**config.mk**
```make
export PLATFORM = sky130hd
export DESIGN_NAME = pingpong_rd_ctrl
export DESIGN_NICKNAME = d
export VERILOG_FILES = /design/src/rtl/pingpong_rd_ctrl_pkg.sv /design/src/rtl/pingpong_rd_ctrl_mod_counter.sv /design/src/rtl/pingpong_rd_ctrl.sv
export SDC_FILE = /design/constraint.sdc
export NUM_CORES = 1
export LEC_CHECK = 0
export CORE_ASPECT_RATIO = 0.5
export CORE_MARGIN = 2
export CORE_UTILIZATION = 50
export DETAILED_ROUTE_END_ITERATION = 7
export PLACE_DENSITY = 0.77
export SETUP_SLACK_MARGIN = 0.4
export SLEW_MARGIN = 15
export SYNTH_ARGS = -nofsm -noshare
export SYNTH_HDL_FRONTEND = slang
export SYNTH_SLANG_ARGS = --single-unit
```
**constraint.sdc**
```tcl
create_clock -name clk -period 6.6 [get_ports clk]
set_input_delay 0.99 -clock clk [delete_from_list [all_inputs] [get_ports clk]]
set_output_delay 0.99 -clock clk [all_outputs]
set_load 0.005 [all_outputs]
```
**src/rtl/pingpong_rd_ctrl_pkg.sv**
```systemverilog
// pingpong_rd_ctrl_pkg: shared state type and default block length for the buffer read controller
package pingpong_rd_ctrl_pkg;
  typedef enum logic {IDLE, READ} rd_ctrl_state_t;
  localparam int DEFAULT_BLOCK_LEN = 192;
endpackage

```
**src/rtl/pingpong_rd_ctrl_mod_counter.sv**
```systemverilog
// pingpong_rd_ctrl_mod_counter: enabled counter with sync clear, runtime modulus and wrap flag
module pingpong_rd_ctrl_mod_counter #(
  parameter int W = 8
) (
  input  logic         clk,
  input  logic         resetN,
  input  logic         clr,
  input  logic         en,
  input  logic [W:0]   mod_i,
  output logic [W-1:0] cnt_o,
  output logic         wrap_o
);
  logic [W-1:0] cnt_q, cnt_d;
  assign wrap_o = {1'b0, cnt_q} == mod_i - 1'b1;
  assign cnt_d = clr ? '0 : en ? (wrap_o ? '0 : cnt_q + 1'b1) : cnt_q;
  assign cnt_o = cnt_q;
  // count register; wraps only at the programmed modulus
  always_ff @(posedge clk or negedge resetN)
    if (!resetN) cnt_q <= '0;
    else cnt_q <= cnt_d;
endmodule

```
**src/rtl/pingpong_rd_ctrl.sv**
```systemverilog
// pingpong_rd_ctrl: round-robin block reader for the N-bank buffer with a valid/ready output stage
module pingpong_rd_ctrl import pingpong_rd_ctrl_pkg::*; #(
  parameter int MAX_LEN   = DEFAULT_BLOCK_LEN,
  parameter int ADDR_W    = 8,
  parameter int NUM_BANKS = 2,
  parameter int BANK_W    = $clog2(NUM_BANKS)
) (
  input  logic                 clk,
  input  logic                 resetN,
  input  logic                 sync_clr,
  input  logic [ADDR_W:0]      block_len_i,
  input  logic [NUM_BANKS-1:0] bank_full_i,
  output logic [NUM_BANKS-1:0] bank_rel_o,
  output logic                 rd_en,
  output logic [BANK_W-1:0]    rd_bank,
  output logic [ADDR_W-1:0]    rdaddress,
  output logic                 out_valid,
  output logic                 out_last,
  input  logic                 out_ready
);
  localparam logic [ADDR_W:0] MAX_L = (ADDR_W+1)'(MAX_LEN);
  localparam logic [BANK_W:0] NB    = (BANK_W+1)'(NUM_BANKS);
  rd_ctrl_state_t state_q, state_d;
  logic [ADDR_W:0] len_q, len_d, len_sel;
  logic [NUM_BANKS-1:0] rel_q, rel_d;
  logic out_valid_q, out_valid_d, out_last_q, out_last_d;
  logic [ADDR_W-1:0] cnt;
  logic [BANK_W-1:0] bank, next_bank;
  logic cnt_wrap, bank_wrap, adv, issue, last;
  assign adv = !out_valid_q || out_ready;
  assign issue = state_q == READ && adv;
  assign last = issue && cnt_wrap;
  assign next_bank = bank_wrap ? '0 : bank + 1'b1;
  assign len_sel = (block_len_i == '0 || block_len_i > MAX_L) ? MAX_L : block_len_i;
  assign out_valid_d = issue || (out_valid_q && !out_ready);
  assign out_last_d = adv ? last : out_last_q;
  assign rel_d = last ? (NUM_BANKS)'(1) << bank : '0;
  pingpong_rd_ctrl_mod_counter #(.W(ADDR_W)) u_addr (
    .clk(clk), .resetN(resetN), .clr(sync_clr), .en(issue),
    .mod_i(len_q), .cnt_o(cnt), .wrap_o(cnt_wrap)
  );
  pingpong_rd_ctrl_mod_counter #(.W(BANK_W)) u_bank (
    .clk(clk), .resetN(resetN), .clr(sync_clr), .en(last),
    .mod_i(NB), .cnt_o(bank), .wrap_o(bank_wrap)
  );
  // next state and length latch: start on the current bank only, chain straight into the next full bank
  always_comb begin
    state_d = state_q;
    len_d = len_q;
    if (state_q == IDLE) begin
      if (bank_full_i[bank]) begin
        state_d = READ;
        len_d = len_sel;
      end
    end else if (last) begin
      if (bank_full_i[next_bank]) len_d = len_sel;
      else state_d = IDLE;
    end
  end
  // state, length and output-stage registers; sync_clr discards any block in flight
  always_ff @(posedge clk or negedge resetN)
    if (!resetN) begin
      state_q <= IDLE;
      len_q <= '0;
      out_valid_q <= 1'b0;
      out_last_q <= 1'b0;
      rel_q <= '0;
    end else if (sync_clr) begin
      state_q <= IDLE;
      len_q <= '0;
      out_valid_q <= 1'b0;
      out_last_q <= 1'b0;
      rel_q <= '0;
    end else begin
      state_q <= state_d;
      len_q <= len_d;
      out_valid_q <= out_valid_d;
      out_last_q <= out_last_d;
      rel_q <= rel_d;
    end
  assign rd_en = issue;
  assign rdaddress = state_q == READ ? cnt : '0;
  assign rd_bank = bank;
  assign out_valid = out_valid_q;
  assign out_last = out_last_q;
  assign bank_rel_o = rel_q;
endmodule

```
# [After elaboration in Yosys (flattened, before gate mapping)]
# Cells that the tools add are included.
[totals] register_bits=23 memories=0 input_bits=15 latch_bits=0 output_inout_bits=14 rom_bits=0 ramBits=0
[op_classes] bitwise_logic=0 shift=1 addsub=3 n_div=0 muxes=27 eq_ne=3 n_reduce_logical=14 order_cmp=3 n_mul=0
[op_table] op="two-way mux 9 bit" n=6
[op_table] op="two-way mux 8 bit" n=4
[op_table] op="two-way mux 1 bit" n=15
[op_table] op="equality test 8 x 9 -> 1 bit" n=1
[op_table] op="> comparator 9 x 8 -> 1 bit (second input constant)" n=1
[op_table] op="logical NOT 9 bit" n=1
[op_table] op="subtractor 9 x 1 -> 9 bit (second input constant)" n=1
[op_table] op="adder 8 x 1 -> 8 bit (second input constant)" n=1
[op_table] op="inequality test 3 x 2 -> 1 bit (second input constant)" n=2
[op_table] op="nonzero test 2 bit" n=3
[op_table] op="less-than comparator 1 x 2 -> 1 bit (second input constant)" n=2
[op_table] op="two-way mux 2 bit" n=2
[op_table] op="logical AND 1 bit" n=3
[op_table] op="logical OR 1 bit" n=3
[op_table] op="AND reduction 3 bit" n=1
[op_table] op="nonzero test 3 bit" n=1
[op_table] op="logical NOT 1 bit" n=2
[op_table] op="<< shifter 1 x 1 -> 2 bit (first input constant)" n=1
[op_table] op="adder 1 bit (second input constant)" n=1

# [Logic depth before layout (Yosys ltp)]
# Gate-level depths: netlist of run 1.
[depth] ltp_word=8 depth_mapped=10

# [By module]
# From an unflattened synthesis of run 1, not the netlist that was laid out.
[unflattened] hier_cells=165 area_unflattened_um2=1606.5
[by_module_without_submodules] mod="pingpong_rd_ctrl_mod_counter (u_addr)" area_per_inst_um2=783.3 cells_per_inst=92 seq_area_each_um2=200.2 instances=1
[by_module_without_submodules] mod="pingpong_rd_ctrl" area_per_inst_um2=737.0 cells_per_inst=66 seq_area_each_um2=350.3 instances=1
[by_module_without_submodules] mod="pingpong_rd_ctrl_mod_counter (u_bank)" area_per_inst_um2=86.3 cells_per_inst=7 seq_area_each_um2=25.0 instances=1

# [Worst setup path after synthesis of run 1]
# No wires, ideal clock.
[synth_timing] path_kind="input-to-output" start="in out_ready" end="out rd_en" setup_slack_ns=3.995 n_path_buf=1 cell_stages=4 required_time_ns=5.610 arrival_time_ns=1.615 path_cell_list="nor2b_1 -> nand2b_1 -> clkbuf_1 -> inv_1"
[synth_via] elab_chain_cells=2
[synth_rtl] item="start: declaration" line="pingpong_rd_ctrl.sv:19" rtl="input logic out_ready"
[synth_rtl] item="logical OR 1 bit" line="pingpong_rd_ctrl.sv:30" rtl="assign adv = !out_valid_q || out_ready;"
[synth_rtl] item="logical AND 1 bit" line="pingpong_rd_ctrl.sv:31" rtl="assign issue = state_q == READ && adv;"
[synth_rtl] item="end: declaration" line="pingpong_rd_ctrl.sv:14" rtl="output logic rd_en,"
# No other way between the ends.

# [Final worst setup path of run 1]
# Same ends and word-level chain as after synthesis.

==> flow_summary.json, run 1 <==
{
  "setup_ws_ns": 2.80,
  "grt_overflow_total": 0,
  "track_usage_pct": 20.1,
  "cts_max_level": 1,
  "avgSynthCellArea_um2": 8.61,
  "syn_inst": 185,
  "synth_area_um2": 1590,
  "clkTransAtPathRegs_ns": 0.08,
  "maxSlewHeadroom_pct": 51.5,
  "cts_buffers": 3,
  "fmax_mhz": 263,
  "cts_buffer_depth": 2,
  "areaGrowthSynthToFinish_pct": 20.8,
  "crit_top_cell": "clkdlybuf4s50_1",
  "wl_per_cell_um": 13.7,
  "portBuffers": 28,
  "place_hpwl_um": 2550,
  "rsz0062_at_grt": "no",
  "start_util_pct": 52.9,
  "p_leak_nw": 0.765,
  "power_density_nw_per_um2": 159,
  "worst_pin_slew_ns": 0.725,
  "hp-class": "reg -> reg",
  "cts_tree": "done",
  "synth_top_area_share_pct": 36.1,
  "place.gp.congestion": 0.805,
  "cp_cell_sequence": "clkdlybuf4s50_1 -> nor2b_1 -> nand2b_1 -> inv_1 -> clkdlybuf4s50_1",
  "post-place-ws_ns": 2.83,
  "critPathLaunchType": "primary input",
  "yosysTopAreaCell": "dfrtp_1",
  "clk_latency_ns": 0.27,
  "core_area_um2": 3010,
  "slew_viol_final": 0,
  "diodes": 0,
  "holdBufCountCts": 0,
  "io_pins": 29,
  "cts_resized": 0,
  "setup_viol": 0,
  "synth_cell_types": 49,
  "grt_max_degree": 24,
  "dr.pass1.iters": 4,
  "timing_worst_setup_path_type": "in -> out",
  "vdd_drop_max_uv": 104,
  "synthTopCellsByCount": "26 x nand2_1, 23 x dfrtp_1, 11 x inv_1, 11 x nor2_1",
  "crit_slowest_cell": "nand2b_1",
  "rows": 14,
  "drive_gt1_share_pct": 7.25,
  "slowest_delay_ns": 0.53,
  "drt_iter0_markers": 123,
  "hold_viol": 0,
  "ys_warn_count": 0,
  "dieArea_um2": 3680,
  "synth_nets": 202,
  "die_h_um": 43.9,
  "vias_per_cell": 5.54,
  "cts_setup_buffers": 0,
  "drc": 0,
  "nNetsFinal": 225,
  "ys_ff_latch": 23,
  "ys_seq_area_share_pct": 36.1,
  "grt_pass1_vias": 1207,
  "crit_arrival_ns": 2.81,
  "grt_pass1_wl_um": 5680,
  "vias": 1369,
  "cp_max_fo": 18,
  "synth_edf_count": 0,
  "final_cell_area_um2": 1920,
  "final.min_clock_period_ns": 3.80,
  "period_share_pct": 57.6,
  "synth_most_common_cell": "nand2_1",
  "setup_tns_ns": 0,
  "cts.sinks": 23,
  "ant_nets": 0,
  "status": "finished clean",
  "place_area_um2": 1880,
  "dieWidth_um": 83.8,
  "required_ns": 5.61,
  "max_cap_violations": 0,
  "hold_slack_ns": 0.529,
  "ys_top_cells_by_area": "dfrtp_1 36%, nand2_1 6.1%, mux2i_1 5.0%, and2_1 3.5%, nand3_1 2.8%",
  "synth_ff_type": "dfrtp_1",
  "antenna_found_initial": 0,
  "cts_root_buf": "clkbuf_8",
  "totalWireLength_um": 3380,
  "final_util_pct": 63.9,
  "end_kind": "output port",
  "async_flop_share_pct": 100,
  "clock_skew_ns": 0.00247
}
layout make-up:
type	instances	area, um2
fill	258	1090
multi-input combinational	140	926
sequential	23	576
timing repair buffer	29	283
tap	40	50.0
clock buffer	3	41.3
inverter	11	41.3
clock inverter	1	7.51
worst max-delay path, delay by kind of cell:
family        cells  cell delay (ns)
simple gates      2             0.75
buf+inv           3             1.07
power by group:
group          switching [mW]  leakage [nW]  internal (mW)
Clock                  0.0481        0.0217         0.0428
Combinational          0.0317         0.429         0.0298
Sequential            0.00857         0.314          0.145
cell families (layout without fill, tap and decap cells):
family,count (synthesis),after routing,synth area share [%]
multiplexers,8,8,5.03
AND/OR/NAND/NOR,89,89,30.6
flip-flops,23,23,36.1
adder cells (fa/ha/maj),2,2,1.57
XOR/XNOR,7,7,3.85
AO/OA/AOI/OAI,34,34,17.0
buffers and inverters,22,44,5.73
registers in the layout, summed over array words and instances, names as in the netlist:
register,count
len_q,9
u_addr.cnt_o,8
bank_rel_o,2
out_last,1
out_valid,1
state_q,1
u_bank.cnt_o,1
cells in the final DEF (no fill, tap or decap), types with 2 or more instances in the layout:
master           netlist  layout
clkdlybuf4s50_1        0      27
nand2_1               26      26
dfrtp_1               23      23
inv_1                 11      11
nor2_1                11      11
nand3_1                9       9
and2_1                 9       9
mux2i_1                8       8
a21oi_1                7       7
nor3_1                 6       6
a31oi_1                6       6
xnor2_1                4       4
o2111ai_1              4       4
o21ai_0                4       4
nand2b_1               3       3
xor2_1                 3       3
nand3b_1               3       3
or2_2                  3       3
clkbuf_8               0       3
or2_1                  2       2
o21a_1                 2       2
nor4_1                 2       2
or3_1                  2       2
ha_1                   2       2
metrics by stage:
stage                     cells  total power, mW
after floorplan             185            0.196
after global placement      243            0.216
after detailed placement    243            0.218
after CTS                   247            0.311
after global routing        247            0.324
final                       247            0.306
final timing paths:
| path | startpoint | end | slack (ns) | cells after the start |
|---|---|---|---|---|
| worst max register to register | len_q[0] | u_bank.cnt_o | 3.79 | 8 |
| min in group asynchronous | resetN | bank_rel_o[0] | 0.68 | 1 |
| worst min register to register | out_last | out_last | 0.53 | 2 |
| max in group asynchronous | resetN | len_q[3] | 5.58 | 1 |
| worst min-delay path | out_last | out_last | 0.53 | 2 |
| worst max-delay path | out_ready | rd_en | 2.80 | 5 |
layer usage:
layer / wire length [um] / track usage (%)
met5: 0 / 0
met4: 46 / 6.13
met3: 247 / 5.90
met2: 1420 / 29.3
met1: 1670 / 29.0
Power figures use the tool's default switching activity.
==> inputs of run 2 (changes only) <==
--- a/config.mk
+++ b/config.mk
@@ -7,9 +7,9 @@
 export LEC_CHECK = 0
 export CORE_ASPECT_RATIO = 0.5
 export CORE_MARGIN = 2
-export CORE_UTILIZATION = 50
+export CORE_UTILIZATION = 47
 export DETAILED_ROUTE_END_ITERATION = 7
-export PLACE_DENSITY = 0.77
+export PLACE_DENSITY = 0.76
 export SETUP_SLACK_MARGIN = 0.4
 export SLEW_MARGIN = 15
 export SYNTH_ARGS = -nofsm -noshare
==> constraint.sdc (replaced) <==
create_clock -name clk -period 3.05 [get_ports clk]
set_input_delay 0.4575 -clock clk [delete_from_list [all_inputs] [get_ports clk]]
set_output_delay 0.4575 -clock clk [all_outputs]
set_load 0.005 [all_outputs]
==> run 2 against run 1 <==
Compared with the run above:
- routed wire length grew 6.4%
- combinational power is 130% higher
- cell count up 2.4%
- critical endpoint is now u_bank.cnt_o
- critical path type is now reg -> reg
- setup slack got worse by 2.3 ns
- clock skew increased by 0.0028 ns
==> flow_summary.json, run 2 (same netlist as run 1, synthesis figures left out) <==
{
  "status": "finished clean",
  "holdBufCountCts": 0,
  "timing_worst_setup_path_type": "reg -> reg",
  "critPathLaunchType": "flip-flop",
  "end_kind": "flip-flop",
  "clk_latency_ns": 0.27,
  "vias": 1437,
  "hp-class": "reg -> reg",
  "totalWireLength_um": 3600,
  "ant_nets": 0,
  "cts_buffers": 3,
  "final.min_clock_period_ns": 2.51,
  "hold_viol": 0,
  "setup_tns_ns": 0,
  "period_share_pct": 82.4,
  "antenna_found_initial": 0,
  "wl_per_cell_um": 14.2,
  "holdPathEnd": "out_last",
  "largest-register": "len_q",
  "cts_max_level": 1,
  "portBuffers": 28,
  "regToRegEndpoint": "u_bank.cnt_o",
  "rows": 14,
  "grt_pass1_vias": 1264,
  "cts_root_buf": "clkbuf_8",
  "hold_start": "out_last",
  "p_leak_nw": 0.796,
  "areaGrowthSynthToFinish_pct": 24.7,
  "grt_max_degree": 24,
  "track_usage_pct": 19.9,
  "cts_tree": "done",
  "drc": 0,
  "clkTransAtPathRegs_ns": 0.08,
  "max_cap_violations": 0,
  "total_power_uw": 668,
  "io_pins": 29,
  "cts.sinks": 23,
  "grt_overflow_total": 0,
  "fmax_mhz": 398,
  "dieArea_um2": 3900,
  "cts_buffer_depth": 2,
  "grt_pass1_wl_um": 5960,
  "core_area_um2": 3120,
  "diodes": 0,
  "die_h_um": 45.2,
  "final_cell_mix": "28 x clkdlybuf4s50_1, 26 x nand2_1, 23 x dfrtp_1, 11 x nor2_1, 10 x inv_1",
  "drive_gt1_share_pct": 10.8,
  "setup_viol": 0,
  "clock_skew_ns": 0.00529,
  "maxSlewHeadroom_pct": 70.0,
  "vias_per_cell": 5.68,
  "place_hpwl_um": 2640,
  "whs_path_depth": 2,
  "rrSetupSlack_ns": 0.54,
  "dr.pass1.iters": 4,
  "slew_viol_final": 0,
  "place.gp.congestion": 0.848,
  "worst_pin_slew_ns": 0.448,
  "hold_slack_ns": 0.532,
  "rsz0062_at_grt": "no",
  "start_util_pct": 51.1,
  "nNetsFinal": 231,
  "timing.rr.start": "len_q[0]",
  "reg2regPathDepth": 8,
  "largest_register_ff_count": 9,
  "dieWidth_um": 86.3,
  "power_density_nw_per_um2": 336,
  "final_common_cell": "clkdlybuf4s50_1",
  "crit_arrival_ns": 2.70,
  "cp_max_fo": 8,
  "drt_iter0_markers": 70,
  "vdd_drop_max_uv": 152,
  "required_ns": 3.24
}
[run 2: cell type report]
cell class                 count  area, um2
fill                         270       1130
timing repair buffer          35        330
sequential                    23        576
multi-input combinational    140        945
tap                           40       50.0
clock buffer                   4       45.0
inverter                      11       41.3
[run 2: routing by layer]
| layer | global-route usage (%) | up-vias | part of all wire (%) |
|---|---|---|---|
| met2 | 31.7 | 30 | 45 |
| met4 | 4.69 | 0 | 0 |
| met1 | 28.5 | 689 | 52 |
| met5 | 0 | - | 0 |
| met3 | 4.02 | 0 | 3.4 |
| li1 | - | 718 | - |
[run 2: worst max-delay path, stage by stage, from the launching register on]
cell and delay [ns]:
dfrtp_1 0.43, inv_2 0.10, ha_4 0.16, or4b_4 0.50, o41ai_4 0.23, o2111ai_1 0.15, a211o_2 0.39, or3_1 0.32
a21oi_1 0.15
[run 2: what timing repair did]
| item | 4_1_cts | 5_1_grt |
|---|---|---|
| resized for setup | 1 | 4 |
| pin swaps | 0 | 1 |
| endpoints found under the setup margin | 1 | 17 |
| setup buffers | 0 | 2 |
[run 2: report_power, final]
part / switching (mW) / internal [mW]
logic: 0.0721 / 0.0705
clock network: 0.0988 / 0.0933
registers: 0.0187 / 0.315
total: 0.190 / 0.478
[run 2: worst max-delay path by stage]
stage | start | endpoint | slack, ns
2_1_floorplan | len_q[0] | u_bank.cnt_o | 0.64
3_3_place_gp | len_q[0] | u_bank.cnt_o | 0.52
3_5_place_dp | len_q[0] | u_bank.cnt_o | 0.42
4_1_cts | len_q[0] | u_bank.cnt_o | 0.43
5_1_grt | len_q[0] | u_bank.cnt_o | 0.40
6_report | len_q[0] | u_bank.cnt_o | 0.54
[run 2: stage by stage]
stage	worst slack, ns	utilization (%)	cell area, um2	instances
final	0.538	63.7	1990	253
after global routing	0.401	63.7	1990	253
after CTS	0.426	62.8	1960	251
after detailed placement	0.420	61.3	1910	247
after global placement	0.522	61.3	1910	247
after floorplan	0.636	-	1590	185
==> inputs of run 3 (changes only) <==
==> constraint.sdc (replaced) <==
create_clock -name clk -period 2.25 [get_ports clk]
set_input_delay 0.3375 -clock clk [delete_from_list [all_inputs] [get_ports clk]]
set_output_delay 0.3375 -clock clk [all_outputs]
set_load 0.005 [all_outputs]
==> run 3 against run 2 <==
Compared with the run above:
- the run now ends with setup timing left
- register-to-register slack got worse by 0.76 ns
- hold slack got worse by 0.10 ns
- clock skew fell by 0.0025 ns
- power rose by 41%
- non-clock buffer count rose by 17
- combinational power rose by 67%
- routed wire length rose by 14%
- critical path type unchanged
- first-iteration DRC count fell by 11%
- sequential share of layout area fell by 2.6 points
==> flow_summary.json, run 3 (same netlist as run 1, synthesis figures left out) <==
{
  "worst_pin_slew_ns": 0.441,
  "cts_buffer_depth": 2,
  "drive_gt1_share_pct": 23.0,
  "ant_nets": 0,
  "vdd_drop_max_uv": 260,
  "wl_per_cell_um": 15.3,
  "setup_ws_ns": -0.224,
  "p_int_uw": 667,
  "seq_power_share_pct": 47.5,
  "drt_iter0_markers": 62,
  "start_util_pct": 51.1,
  "clkTransAtPathRegs_ns": 0.08,
  "hold_viol": 0,
  "maxSlewHeadroom_pct": 70.5,
  "pwr-share-comb_pct": 25.3,
  "largest_register_ff_count": 9,
  "reg2regPathDepth": 8,
  "final_cell_area_um2": 2190,
  "slew_viol_final": 0,
  "p_clk_share_pct": 27.2,
  "rows": 14,
  "final_util_pct": 70.3,
  "setup_tns_ns": -3.17,
  "cts_root_buf": "clkbuf_8",
  "place.gp.congestion": 0.813,
  "power_density_nw_per_um2": 431,
  "portBuffers": 28,
  "max_cap_violations": 0,
  "grt_overflow_total": 0,
  "totalWireLength_um": 4120,
  "io_pins": 29,
  "fmax_mhz": 404,
  "place_hpwl_um": 2890,
  "status": "complete, but fails checks",
  "period_share_pct": 110,
  "cts_max_level": 1,
  "cts.sinks": 23,
  "hold_slack_ns": 0.429,
  "dr.pass1.iters": 4,
  "cts_tree": "done",
  "rrSetupSlack_ns": -0.22,
  "antenna_found_initial": 0,
  "critPathLaunchType": "flip-flop",
  "regToRegEndpoint": "u_bank.cnt_o",
  "diodes": 0,
  "rsz0062_at_grt": "yes",
  "p_sw_share_pct": 29.3,
  "final_cell_mix": "26 x nand2_1, 26 x clkdlybuf4s50_1, 22 x dfrtp_1, 22 x buf_4, 10 x nor2_1",
  "cp_max_fo": 5,
  "clk_latency_ns": 0.26,
  "vias_per_cell": 5.65,
  "timing.critical_path.from": "len_q[1]",
  "grt_pass1_wl_um": 6730,
  "die_h_um": 45.2,
  "dieWidth_um": 86.3,
  "core_area_um2": 3120,
  "grt_max_degree": 24,
  "end_kind": "flip-flop",
  "required_ns": 2.44,
  "clock_skew_ns": 0.00279,
  "largest-register": "len_q",
  "timing.rr.start": "len_q[1]",
  "areaGrowthSynthToFinish_pct": 37.5,
  "vias": 1526,
  "crit_arrival_ns": 2.67,
  "hp-class": "in -> async",
  "dieArea_um2": 3900,
  "final.min_clock_period_ns": 2.47,
  "holdBufCountCts": 0,
  "setup_viol": 22,
  "timing_worst_setup_path_type": "reg -> reg",
  "p_leak_nw": 0.914,
  "grt_pass1_vias": 1494,
  "netSwitchingPower_uw": 276,
  "drc": 0,
  "place_area_um2": 2010,
  "post-place-ws_ns": -0.134,
  "violations": "setup timing",
  "nNetsFinal": 248,
  "cts_buffers": 3,
  "track_usage_pct": 22.6
}
run 3: worst max path at each step:
| stage | end | cells past startpoint |
|---|---|---|
| 2_1_floorplan | u_bank.cnt_o | 9 |
| 3_3_place_gp | u_bank.cnt_o | 8 |
| 3_5_place_dp | u_bank.cnt_o | 8 |
| 4_1_cts | u_bank.cnt_o | 8 |
| 5_1_grt | u_bank.cnt_o | 8 |
| 6_report | u_bank.cnt_o | 8 |
run 3: power by group through the flow:
stage | Clock, mW | Combinational [mW] | Sequential (mW)
after floorplan | 0 | 0.128 | 0.450
after global placement | 0 | 0.205 | 0.455
after detailed placement | 0 | 0.210 | 0.455
after CTS | 0.267 | 0.221 | 0.447
after global routing | 0.287 | 0.262 | 0.451
final | 0.256 | 0.239 | 0.448
run 3: timing repair:
item	CTS	global route
endpoints found under the setup margin	24	24
pin swaps	4	4
setup buffers	5	2
gates resized for setup	7	16
run 3: critical path, stage by stage (launching register included):
cell	delay [ns]
dfrtp_1	0.39
inv_2	0.08
ha_4	0.13
or4b_4	0.51
o41ai_4	0.26
o2111ai_1	0.18
a211o_1	0.35
or3_1	0.35
a21oi_1	0.15
run 3: cell type report:
cell class,instances,area [um2]
multi-input cells,140,1010
fillers,228,927
flip-flops and latches,23,577
repair buffers,52,469
well taps,40,50.0
clock buffers,3,41.3
inverters,11,41.3
clock inverters,1,5.00
run 3: stage by stage:
step	power (mW)	cells
3_5_place_dp	0.665	259
4_1_cts	0.935	268
5_1_grt	1.00	270
2_1_floorplan	0.578	185
3_3_place_gp	0.659	259
6_report	0.944	270
run 3: metal layers:
| metal | wire [um] | up-vias | track usage, % |
|---|---|---|---|
| li1 | - | 746 | - |
| met1 | 1950 | 738 | 29.7 |
| met2 | 1980 | 40 | 39.5 |
| met3 | 163 | 2 | 4.20 |
| met4 | 29 | 0 | 5.63 |
| met5 | 0 | - | 0 |
==> edit 1 (settings of run 1) <==
`ADDR_W`: 8 -> 7.
--- a/src/rtl/pingpong_rd_ctrl.sv
+++ b/src/rtl/pingpong_rd_ctrl.sv
@@ -2,5 +2,5 @@
 module pingpong_rd_ctrl import pingpong_rd_ctrl_pkg::*; #(
   parameter int MAX_LEN   = DEFAULT_BLOCK_LEN,
-  parameter int ADDR_W    = 8,
+  parameter int ADDR_W    = 7,
   parameter int NUM_BANKS = 2,
   parameter int BANK_W    = $clog2(NUM_BANKS)
Ports: changed (resized block_len_i and rdaddress); port bits go from 29 to 27. The function was not compared with the original's and may differ.
==> edit 1 against run 1 <==
  * Wire length shrank 7.8%
  * Die area shrank 7.0%
  * Total power shrank 8.7%
  * Count of clock-buffer cells in the layout is the same
  * Critical path depth is the same
  * Setup slack gained 0.31 ns
  * Clock skew grew 0.0045 ns
  * Synthesized cell count shrank 12%
  * Clock power shrank 6.2%
  * Cell area shrank 7.3%
  * Critical path type unchanged
  * Area after synthesis shrank 7.5%
  * Sequential power shrank 8%
  * Sequential cell count shrank 2
==> edit 1: results (changes against run 1) <==
| Metric | Value |
|---|---|
| Multi-In Gates | 129 (was 140) |
| Worst-path clk slew | 0.08 ns (about the same) |
| Post-CTS setup buffer count | 0 (unchanged) |
| Seq/total area | 29.5% (was 29.9%) |
| Dpl hpwl | 2290 um (was 2550 um) |
| Placed inst area | 1740 um^2 (was 1880 um^2) |
| Net Sw Frac | 27.6% (was 28.9%) |
| Max FFs per register | 8 (was 9) |
| GRT Util Overall | 21.1% (was 20.1%) |
| Skew final | 0.00696 ns (was 0.00247 ns) |
| DR vias | 1259 (was 1369) |
| Initial antenna violation count | 0 (unchanged) |
| Top cells by count, synth | dfrtp_1, nand2_1, nor2_1 (was nand2_1, dfrtp_1, inv_1, nor2_1) |
| Port Buffers | 26 (was 28) |
| Non-clock buffer share | 14.6% (was 14.7%) |
| Xor/xnor cell area share of the yosys netlist | 3.57% (was 3.85%) |
| First-pass GRT wire length | 5530 um (was 5680 um) |
| Post-synthesis compound-gate area fraction | 15.3% (was 17.0%) |
| Largest fanout on the critical path | 9 (was 18) |
| R2r endpoint | len_q[7] (was u_bank.cnt_o) |
| Crit path DAT | 2.50 ns (was 2.81 ns) |
| Hold WC Path Type | flop to flop (unchanged) |
| Area occupied by multi-input gates | 887 um^2 (was 926 um^2) |
| Sequential fraction of the synthesis area | 35.7% (was 36.1%) |
| Seq_cells | 21 (was 23) |
| Mapped Cells | 163 (was 185) |
| Library cells used by synthesis | 47 (was 49) |
| Multiplexer share of the synthesized area | 8.24% (was 5.03%) |
| Run status | completed (unchanged) |
| Vias in the first global route | 1179 (was 1207) |
| Top post-synthesis cells by area | dfrtp_1, mux2i_1, a21oi_1, nand2_1, nor2_1 (was dfrtp_1, nand2_1, mux2i_1, and2_1, nand3_1) |
| Leakage | 0.000781 uW (was 0.000765 uW) |
| DRT iter0 DRCs | 44 (was 123) |
| ClkCell Share | 2.59% (was 2.54%) |
| Peak supply drop | 69.5 uV (was 104 uV) |
| Worst path slowest cell | clkdlybuf4s50_1 (was nand2b_1) |
| Mapped Nets | 179 (was 202) |
| Tot Pwr | 280 uW (was 306 uW) |
| Signal buffers | 26 (was 29) |
| # fillers | 221 (was 258) |
| Routed WL per cell | 14.0 um (was 13.7 um) |
| Fmax | 286 MHz (was 263 MHz) |
| Adder-cell share of the synthesized area | 1.70% (was 1.57%) |
| Clock Latency Late Sink | 0.27 ns (about the same) |
| Critical Path End | rd_en (unchanged) |
| Logic power comb | 53.5 uW (was 61.6 uW) |
| Multi-input gate share of total cell area | 49.7% (was 48.1%) |
| Seq. pwr | 141 uW (was 154 uW) |
| Max-slew headroom | 38.0% (was 51.5%) |
| Gp weighted congestion | 0.824 (was 0.805) |
| Layout cell share with drive strength beyond 1 | 8.65% (was 7.25%) |
| Flop2flop setup slack | 3.57 ns (was 3.79 ns) |
| Layout Nets | 202 (was 225) |
| Largest net degree at the start of global routing | 32 (was 24) |
| Non-clock inverter count | 5 (was 11) |
| Non-Filler Instances | 222 (was 247) |
| Synth Cell Area | 1470 um^2 (was 1590 um^2) |
-- edit 1: worst min-delay path by stage --
| stage | from | end | slack, ns |
|---|---|---|---|
| final | out_last | out_last | 0.54 |
| after floorplan | u_addr.cnt_o[6] | u_addr.cnt_o[6] | 0.52 |
| after CTS | out_last | out_last | 0.54 |
| after detailed placement | out_last | out_last | 0.51 |
| after global routing | out_last | out_last | 0.58 |
| after global placement | out_last | out_last | 0.52 |
-- edit 1: metal layers --
metal  GRT usage (%)  wire [um]  vias to the layer above  part of all wire (%)
met3            4.53        124                        3                   4.0
met2            30.5       1420                       30                    46
met1            31.9       1550                      605                    50
met5               0          0                        -                     0
li1                -          -                      621                     -
met4            5.42         17                        0                  0.55
-- edit 1: cell families (layout without fill, tap and decap cells) --
family	Yosys count	after routing
AO/OA/AOI/OAI	30	30
AND/OR/NAND/NOR	80	80
multiplexers	11	11
adder cells (fa/ha/maj)	2	2
XOR/XNOR	6	6
buffers and inverters	13	35
flip-flops	21	21
==> edit 2 (flow settings as in run 1) <==
Made on the original files. Make the reset (`resetN`) synchronous in 2 clocked blocks.
--- a/src/rtl/pingpong_rd_ctrl_mod_counter.sv
+++ b/src/rtl/pingpong_rd_ctrl_mod_counter.sv
@@ -16,5 +16,5 @@
   assign cnt_o = cnt_q;
   // count register; wraps only at the programmed modulus
-  always_ff @(posedge clk or negedge resetN)
+  always_ff @(posedge clk)
     if (!resetN) cnt_q <= '0;
     else cnt_q <= cnt_d;
--- a/src/rtl/pingpong_rd_ctrl.sv
+++ b/src/rtl/pingpong_rd_ctrl.sv
@@ -59,5 +59,5 @@
   end
   // state, length and output-stage registers; sync_clr discards any block in flight
-  always_ff @(posedge clk or negedge resetN)
+  always_ff @(posedge clk)
     if (!resetN) begin
       state_q <= IDLE;
Function: differs if resetN is asserted again (counterexample within 4 cycles, from zero or initial values and one cycle with resetN low); with resetN held inactive, the same outputs for 10 cycles.
==> edit 2 against run 1 <==
  * Sequential cell count is the same
  * Wire length decreased by 21%
  * Cell area is 13% lower
  * Total power down 15%
  * Area after synthesis is 17% lower
  * Setup slack gained 0.33 ns
  * Clock power shrank 6.6%
  * First-iteration DRC count decreased by 69%
  * Critical path type unchanged
==> edit 2: results (changes against run 1) <==
| Metric | Value |
|---|---|
| Run status | completed (unchanged) |
| Worst-path clk slew | 0.08 ns (about the same) |
| Largest fanout on the critical path | 6 (was 18) |
| Syn Area/Cell | 8.12 um^2 (was 8.61 um^2) |
| Top post-synthesis cells by area | dfxtp_1, mux2i_1, nor2_1, xnor2_1, nand2_1 (was dfrtp_1, nand2_1, mux2i_1, and2_1, nand3_1) |
| CTS root buf | clkbuf_8 (unchanged) |
| Mapped Nets | 180 (was 202) |
| Vias in the first global route | 1001 (was 1207) |
| # fillers | 242 (was 258) |
| Initial antenna violation count | 0 (unchanged) |
| Top cells by count, synth | dfxtp_1, nor2_1, nand2_1 (was nand2_1, dfrtp_1, inv_1, nor2_1) |
| Largest net degree at the start of global routing | 15 (was 24) |
| Peak supply drop | 103 uV (was 104 uV) |
| Sequential fraction of the synthesis area | 34.8% (was 36.1%) |
| Min-Delay Startpoint | out_last (unchanged) |
| Gp weighted congestion | 0.856 (was 0.805) |
| Worst-margin pin slew | 0.725 ns (about the same) |
| R2R Path Start | len_q[0] (unchanged) |
| Max FFs per register | 9 (unchanged) |
| Post-CTS setup buffer count | 0 (unchanged) |
| Max H-tree Level | 1 (unchanged) |
| CP max stage delay | 0.59 ns (was 0.53 ns) |
| Leakage | 0.000613 uW (was 0.000765 uW) |
| Dpl hpwl | 1980 um (was 2550 um) |
| Library cells used by synthesis | 37 (was 49) |
| Routed WL per cell | 11.8 um (was 13.7 um) |
| Crit path DAT | 2.48 ns (was 2.81 ns) |
| Layout cell share with drive strength beyond 1 | 4.76% (was 7.25%) |
| Skew final | 0.00213 ns (was 0.00247 ns) |
| First-pass GRT wire length | 4570 um (was 5680 um) |
| Inst Count DP | 222 (was 243) |
| Net Sw Frac | 23.0% (was 28.9%) |
| Hold WC Path Type | flop to flop (unchanged) |
| GRT Util Overall | 19.4% (was 20.1%) |
| Worst path slowest cell | clkdlybuf4s50_1 (was nand2b_1) |
| Pre-CTS setup slack | 3.13 ns (was 2.83 ns) |
| Largest delay contributor family on the critical path | buffers and inverters (unchanged) |
| DR vias | 1135 (was 1369) |
| Area occupied by multi-input gates | 815 um^2 (was 926 um^2) |
| Async set or reset register ratio after synthesis | 0% (was 100%) |
| CTS Buf Count | 3 (unchanged) |
| Synth warnings | 0 (unchanged) |
| Largest Register | len_q (unchanged) |
| Diodes inserted | 0 (unchanged) |
| DRT iter0 DRCs | 38 (was 123) |
| Clock Latency Late Sink | 0.26 ns |
| Post-CTS Resized | 0 (unchanged) |
| Critical Path Start | out_ready (unchanged) |
| Non-Filler Instances | 226 (was 247) |
| Setup Viol. Count Final | 0 (unchanged) |
| Top_reg_cell synth | dfxtp_1 (was dfrtp_1) |
| DR pass1 iterations | 4 (unchanged) |
| Placed inst area | 1620 um^2 (was 1880 um^2) |
| Longest Clk Path Bufs | 2 (unchanged) |
| Port Buffers | 28 (unchanged) |
| Layout Nets | 207 (was 225) |
==> edit 2: changes by cell type in the layout (fill, tap and decap cells not counted), moves of 3 or more <==
cell	change
a31oi_1	-5
nor2_1	+10
xnor2_1	+5
nand3_1	-8
nand4_1	+5
dfrtp_1	-23
dfxtp_1	+23
o31ai_1	+3
mux2i_1	+3
o2111ai_1	-3
xor2_1	+4
inv_1	-6
nand2_1	-7
==> edit 2: power groups by stage <==
stage / combinational (uW) / sequential, uW / clock [uW]
6_report: 33.0 / 143 / 84.9
5_1_grt: 36.9 / 144 / 96.1
4_1_cts: 33.2 / 143 / 87.4
3_5_place_dp: 32.9 / 147 / 0
3_3_place_gp: 32.5 / 147 / 0
2_1_floorplan: 20.9 / 145 / 0
==> edit 2: kinds of logic after synthesis <==
kind of cell,after synthesis,synth area share (%)
buf+inv,11,3.69
compound gates,20,9.92
fa+ha+maj,2,1.89
xor+xnor,16,10.6
mux,11,8.32
simple gates,80,30.8
flops,23,34.8
==> edit 2: cell type report <==
type                       count  share of cell area [%]
multi-input combinational    129                    48.9
sequential                    23                    27.6
timing repair buffer          28                    16.8
tap                           37                    2.78
clock buffer                   4                    2.70
inverter                       5                    1.13
==> edit 2: tightest hold or removal path: stages, from the launching register on <==
cell and delay, ns:
dfxtp_1 0.31, nand2_1 0.05, a21oi_1 0.06
==> edit 2: stage by stage <==
step	hold slack, ns	power (uW)
5_1_grt	0.513	277
6_report	0.467	261
3_3_place_gp	0.462	179
4_1_cts	0.472	264
3_5_place_dp	0.461	180
2_1_floorplan	0.453	166
==> edit 2: path summary, 6_finish.rpt <==
path | end | cells after the start | slack, ns
min | out_last | 2 | 0.47
max reg2reg | len_q[8] | 8 | 3.83
min reg2reg | out_last | 2 | 0.47
max | rd_en | 4 | 3.13
==> edit 2: per-layer routing <==
| layer | share of wire, % | wire [um] | up-vias | GRT usage (%) |
|---|---|---|---|---|
| met2 | 41 | 1080 | 28 | 34.2 |
| met1 | 55 | 1450 | 493 | 24.6 |
| met5 | 0 | 0 | - | 0 |
| li1 | - | - | 612 | - |
| met4 | 0.72 | 19 | 0 | 4.09 |
| met3 | 4.2 | 112 | 2 | 5.63 |
